==> config.mk <==
export PLATFORM = sky130hd
export DESIGN_NAME = mod_mult_seq
export DESIGN_NICKNAME = d
export VERILOG_FILES = /design/src/rtl/rsa_pkg.sv /design/src/rtl/mod_mult_seq.sv
export SDC_FILE = /design/constraint.sdc
export NUM_CORES = 1
export LEC_CHECK = 0
export BUFFER_PORTS_ARGS = -buffer_cell sky130_fd_sc_hd__buf_2
export CORE_MARGIN = 4
export CORE_UTILIZATION = 55
export CTS_CLUSTER_DIAMETER = 150
export DETAILED_ROUTE_END_ITERATION = 8
export PLACE_DENSITY = 0.86
export SYNTH_ARGS = -nofsm -noshare
export SYNTH_HDL_FRONTEND = slang
export SYNTH_SLANG_ARGS = --single-unit
==> constraint.sdc <==
create_clock -name clk_i -period 5.9 [get_ports clk_i]
set_input_delay 0.295 -clock clk_i [delete_from_list [all_inputs] [get_ports clk_i]]
set_output_delay 0.295 -clock clk_i [all_outputs]
set_load 0.005 [all_outputs]
==> src/rtl/rsa_pkg.sv <==
// rtl/rsa_pkg.sv - shared ALU opcodes, flag indices and mod_mult_seq states
package rsa_pkg;

    typedef enum logic [2:0] {
        ALU_ADD = 3'b000,
        ALU_SUB = 3'b001,
        ALU_AND = 3'b010,
        ALU_OR  = 3'b011,
        ALU_MOV = 3'b100
    } alu_op_e;

    localparam int FLAG_N = 3;
    localparam int FLAG_Z = 2;
    localparam int FLAG_C = 1;
    localparam int FLAG_V = 0;

    typedef enum logic [2:0] {
        IDLE,
        DBL,
        RED1,
        ADDA,
        RED2,
        DONE
    } mms_state_e;

endpackage

==> src/rtl/mod_mult_seq.sv <==
// rtl/mod_mult_seq.sv - MSB-first double-and-add modular multiplier driving an external ALU
module mod_mult_seq
    import rsa_pkg::*;
#(
    parameter int N = 32
) (
    input  logic         clk_i,
    input  logic         rst_i,
    input  logic         start_i,
    input  logic [N-1:0] a_i,
    input  logic [N-1:0] b_i,
    input  logic [N-1:0] n_i,
    output logic         busy_o,
    output logic         done_o,
    output logic [N-1:0] result_o,
    output logic         err_o,
    output logic [2:0]   alu_opcode_o,
    output logic [N-1:0] alu_a_o,
    output logic [N-1:0] alu_b_o,
    input  logic [N-1:0] alu_result_i,
    input  logic [3:0]   alu_flags_i
);

    localparam int IW = (N > 1) ? $clog2(N) : 1;

    mms_state_e   r_state;
    logic [N-1:0] r_a;
    logic [N-1:0] r_b;
    logic [N-1:0] r_n;
    logic [N-1:0] r_acc;
    logic [IW-1:0] r_idx;
    logic [N-1:0] r_result;
    logic         r_err;

    mms_state_e   w_next_state;
    logic [N-1:0] w_acc_next;
    alu_op_e      w_op;
    logic [N-1:0] w_alu_a;
    logic [N-1:0] w_alu_b;
    logic         w_accept;
    logic         w_bad_mod;
    logic         w_last_bit;
    logic         w_unused_flags;

    assign w_accept   = (r_state == IDLE) && start_i;
    // The modulus must be nonzero and below 2^(N-1) so 2R never overflows N bits.
    assign w_bad_mod  = (n_i == '0) || n_i[N-1];
    assign w_last_bit = (r_idx == '0);
    assign w_unused_flags = ^{alu_flags_i[FLAG_N], alu_flags_i[FLAG_Z], alu_flags_i[FLAG_V]};

    always_comb begin
        w_next_state = r_state;
        w_acc_next   = r_acc;
        w_op         = ALU_MOV;
        w_alu_a      = '0;
        w_alu_b      = '0;
        case (r_state)
            IDLE: begin
                if (start_i) begin
                    w_next_state = w_bad_mod ? DONE : DBL;
                end
            end
            DBL: begin
                w_op         = ALU_ADD;
                w_alu_a      = r_acc;
                w_alu_b      = r_acc;
                w_acc_next   = alu_result_i;
                w_next_state = RED1;
            end
            RED1: begin
                w_op       = ALU_SUB;
                w_alu_a    = r_acc;
                w_alu_b    = r_n;
                w_acc_next = alu_result_i[N-1:0];
                if (!alu_flags_i[FLAG_C]) begin
                    w_acc_next = r_acc;
                end
                w_next_state = ADDA;
            end
            ADDA: begin
                // Always issue the add, with 0 for a clear bit, so every bit costs four cycles.
                w_op         = ALU_ADD;
                w_alu_a      = r_acc;
                w_alu_b      = r_b[r_idx] ? r_a : '0;
                w_acc_next   = alu_result_i;
                w_next_state = RED2;
            end
            RED2: begin
                w_op       = ALU_SUB;
                w_alu_a    = r_acc;
                w_alu_b    = r_n;
                w_acc_next = alu_flags_i[FLAG_C] ? alu_result_i : r_acc;
                w_next_state = w_last_bit ? DONE : DBL;
            end
            DONE: begin
                w_next_state = IDLE;
            end
            default: begin
                w_next_state = IDLE;
            end
        endcase
    end

    always_ff @(posedge clk_i) begin
        if (rst_i) begin
            r_state  <= IDLE;
            r_a      <= '0;
            r_b      <= '0;
            r_n      <= '0;
            r_acc    <= '0;
            r_idx    <= '0;
            r_result <= '0;
            r_err    <= 1'b0;
        end else begin
            r_state <= w_next_state;
            if (w_accept) begin
                r_a      <= a_i;
                r_b      <= b_i;
                r_n      <= n_i;
                r_acc    <= '0;
                r_idx    <= IW'(N - 1);
                r_result <= '0;
                r_err    <= w_bad_mod;
            end else if (r_state == DBL || r_state == RED1 || r_state == ADDA) begin
                r_acc <= w_acc_next;
            end else if (r_state == RED2) begin
                r_acc <= w_acc_next;
                if (w_last_bit) begin
                    // Publish the final reduced value as DONE is entered so it is valid with done_o.
                    r_result <= w_acc_next;
                end else begin
                    r_idx <= r_idx - IW'(1);
                end
            end
        end
    end

    assign busy_o       = (r_state != IDLE);
    assign done_o       = (r_state == DONE);
    assign result_o     = r_result;
    assign err_o        = r_err;
    assign alu_opcode_o = w_op;
    assign alu_a_o      = w_alu_a;
    assign alu_b_o      = w_alu_b;

endmodule

==> implementation parameters <==
Parameter                              Value

Timing
  Unrepaired setup endpoints after global routing ... no
  Maximum achievable frequency ... 297.4 MHz
  Setup TNS ... 0 ns
  Shortest clock period the worst path allows after layout ... 3.362 ns
  Actual slew at the worst max-slew pin ... 1.199 ns
  Count of final max-slew check failures ... 0
  Headroom to the max-slew limit ... 19.72%
  Final setup violating endpoints ... 0
  Part of the cycle the worst path needs ... 56.99%
  Count of endpoints failing hold in the final timing report ... 0
  Worst clock skew on the final layout ... 0.008669 ns

GRT
  Initial antenna violation count ... 3
  Remaining Overflow, GRT ... 0
  Global router's overall resource usage ... 25.90%
  Pin count of the biggest net entering global routing ... 104
  Wire length of the first global-routing pass ... 30.15 mm
  Via count of the first global-routing pass ... 6044

CTS
  Post-CTS Hold Buffers ... 0
  CTS tree ... built
  H-Tree Level Count ... 4
  Clock sink count ... 169
  Latest clock arrival within the worst-skew pair ... 0.43 ns
  Clock transition time at the flip-flop clock pins of the worst setup and hold paths ... 0.06 ns
  Number of buffers added by the clock tree synthesis step ... 17
  Maximum number of buffers from clock root to sink ... 2
  Total setup buffers inserted after CTS ... 0
  Root cell of the clock tree ... sky130_fd_sc_hd__clkbuf_16
  Cells resized by post-CTS repair ... 0

Synth
  Library cell occupying the most area in the post-synthesis netlist ... sky130_fd_sc_hd__dfxtp_1
  Register bit count reported by yosys ... 169
  Post-synth top flop ... sky130_fd_sc_hd__dfxtp_1
  Post-synthesis sequential area ratio ... 47.17%
  Post-synth net total ... 1008
  Area of the mapped netlist ... 7173 um2
  Number of enable flip-flop cells after synthesis ... 0
  Ranking of synthesized cells by area ... sky130_fd_sc_hd__dfxtp_1 (47%), sky130_fd_sc_hd__nand2_1 (10%), sky130_fd_sc_hd__a21oi_1 (7.2%), sky130_fd_sc_hd__mux2i_1 (5.9%), sky130_fd_sc_hd__nor2_1 (3.7%)
  Yosys cell types ... 40
  Warnings from Yosys ... 0
  Area share of the largest cell type after synthesis ... 47.17%
  Fraction of registers with async set or reset after synthesis ... 0%
  Syn_area_per_cell ... 8.236 um2
  Post-Syn Instances ... 871

Critical path
  Slowest cell delay on critical path ... 0.70 ns
  Arrival time at the worst endpoint ... 3.07 ns
  Critical setup path kind ... flip-flop to output pin
  Standard cell with the maximum stage delay on the critical path ... sky130_fd_sc_hd__dfxtp_1
  Worst setup path startpoint ... r_idx[2]
  Worst R2R Start ... r_state[2]
  Largest fanout of any net on the critical path ... 32
  Critical Path, Cell by Cell ... mux2i_1 -> mux4_2 -> and3_1 -> or4_4 -> o21ai_0 -> buf_2
  Critical path endpoint category ... output pin
  CP startpoint kind ... flip-flop
  Required @ worst endpoint ... 5.61 ns

Min path
  HP Class ... input pin to flip-flop
  Start point of the worst hold path ... a_i[11]

Outcome
  Status ... finished clean

Place
  Hpwl dp ... 13.73 mm
  Number of buffers added on ports ... 232
  GPL Wtd Cong ... 0.8896
  Placed cell count ... 1211

Die
  Effective utilization at floorplan ... 56.61%
  Boundary Pins ... 237
  Total core area ... 12670 um2
  Number of placement rows ... 41
  Vertical die dimension ... 122.2 um
  Chip width ... 122.2 um
  Die footprint ... 14930 um2

Flow run
  Total of max-cap violations ... 0

Finish
  Final-stage net count ... 1195
  Final cell count without fillers ... 1245
  Fraction of layout cells with a size suffix above 1 ... 29.23%
  Syn-to-layout area delta ... 24.32%
  Most used cells in the layout excluding fill and tap cells ... sky130_fd_sc_hd__buf_2 (231), sky130_fd_sc_hd__nand2_1 (195), sky130_fd_sc_hd__dfxtp_1 (169)
  Most common library cell in the layout ignoring fill and taps ... sky130_fd_sc_hd__buf_2

Route
  Via-to-Cell Ratio ... 5.411
  Length of the first detailed-routing pass in iterations ... 6
  DRT iter0 DRCs ... 578
  Routed wire length ... 20.16 mm
  Routed length per placed instance ... 16.19 um
  Total via count after detailed routing ... 6737
  Remaining DRCs ... 0
  Post-route ant nets ... 0

Pwr
  Peak supply drop ... 0.1832 mV
  Static Leakage ... 3.767 nW
  Cell Pwr Density ... 329.5 nW/um2
## layer usage
layer	wire [um]	track usage [%]
met1	8126	32.62
met2	9775	42.08
met3	1623	6.175
met4	622	11.83
met5	12	0
## critical path, delay by kind of cell, from the launching register on
kind / cells / cell delay, ns
mux: 2 / 0.65
buf+inv: 1 / 0.16
compound gates: 1 / 0.23
flops: 1 / 0.70
simple gates: 2 / 0.89
## cells in the mapped netlist, types with 2 or more instances
cell type and instances:
sky130_fd_sc_hd__nand2_1 196, sky130_fd_sc_hd__dfxtp_1 169, sky130_fd_sc_hd__a21oi_1 103, sky130_fd_sc_hd__nor2_1 70
sky130_fd_sc_hd__clkbuf_1 51, sky130_fd_sc_hd__mux2i_1 42, sky130_fd_sc_hd__inv_1 38, sky130_fd_sc_hd__a22oi_1 33
sky130_fd_sc_hd__and2_1 33, sky130_fd_sc_hd__a211oi_1 32, sky130_fd_sc_hd__o21ai_2 30, sky130_fd_sc_hd__buf_1 7
sky130_fd_sc_hd__buf_2 7, sky130_fd_sc_hd__nor4_1 7, sky130_fd_sc_hd__nand3_1 5, sky130_fd_sc_hd__xnor2_1 5
sky130_fd_sc_hd__buf_6 4, sky130_fd_sc_hd__mux4_2 4, sky130_fd_sc_hd__nor3_1 4, sky130_fd_sc_hd__o21ai_0 4
sky130_fd_sc_hd__a221oi_1 2, sky130_fd_sc_hd__buf_4 2, sky130_fd_sc_hd__ha_1 2, sky130_fd_sc_hd__nand2b_1 2
sky130_fd_sc_hd__nand4_1 2, sky130_fd_sc_hd__nor2b_1 2, sky130_fd_sc_hd__xor2_1 2
## sequential cells by signal (all words and copies together) (netlist names)
name      count
r_a          32
r_b          32
r_n          32
err_o         1
r_state       3
r_acc        32
r_idx         5
result_o     32
## final cells by class
class / count / area [um2]
diodes: 2 / 5.005
repair buffers: 239 / 1216
clock inverters: 11 / 123.9
flip-flops and latches: 169 / 3383
well taps: 172 / 215.2
inverters: 38 / 142.6
multi-input cells: 593 / 3381
clock buffers: 21 / 450.4
fillers: 1032 / 3754
## metrics by stage
step | instance area [um2] | setup slack, ns | power (mW) | hold WS, ns | utilization, %
finish | 8917 | 2.538 | 2.938 | 0.1034 | 70.38
global route | 8917 | 2.408 | 3.066 | 0.09593 | 70.38
CTS | 8912 | 2.517 | 2.951 | 0.08915 | 70.34
detailed placement | 8338 | 2.978 | 1.877 | 0.4458 | 65.80
global placement | 8338 | 2.983 | 1.860 | 0.4396 | 65.80
floorplan | 7173 | 3.588 | 1.689 | 0.4310 | -
## cell families after synthesis
| family | synth area share [%] |
|---|---|
| fa+ha+maj | 0.3488 |
| simple gates | 19.38 |
| buf+inv | 6.349 |
| flops | 47.17 |
| xor+xnor | 0.8547 |
| other cells | 0.05228 |
| mux | 7.274 |
| compound gates | 18.58 |
## final timing paths
kind	to	slack, ns	cells after the start
min	r_a[11]	0.10	3
min reg2reg	r_b[23]	0.45	2
max	alu_b_o[31]	2.54	6
max reg2reg	r_acc[27]	3.07	5
## power by group
| part | internal, mW | leakage, nW | total, mW | switching, mW |
|---|---|---|---|---|
| clock | 0.634 | 0.273 | 1.08 | 0.445 |
| combinational | 0.214 | 2.11 | 0.545 | 0.331 |
| sequential | 1.24 | 1.38 | 1.31 | 0.0795 |
No activity file was read; power rests on OpenSTA's default activity.
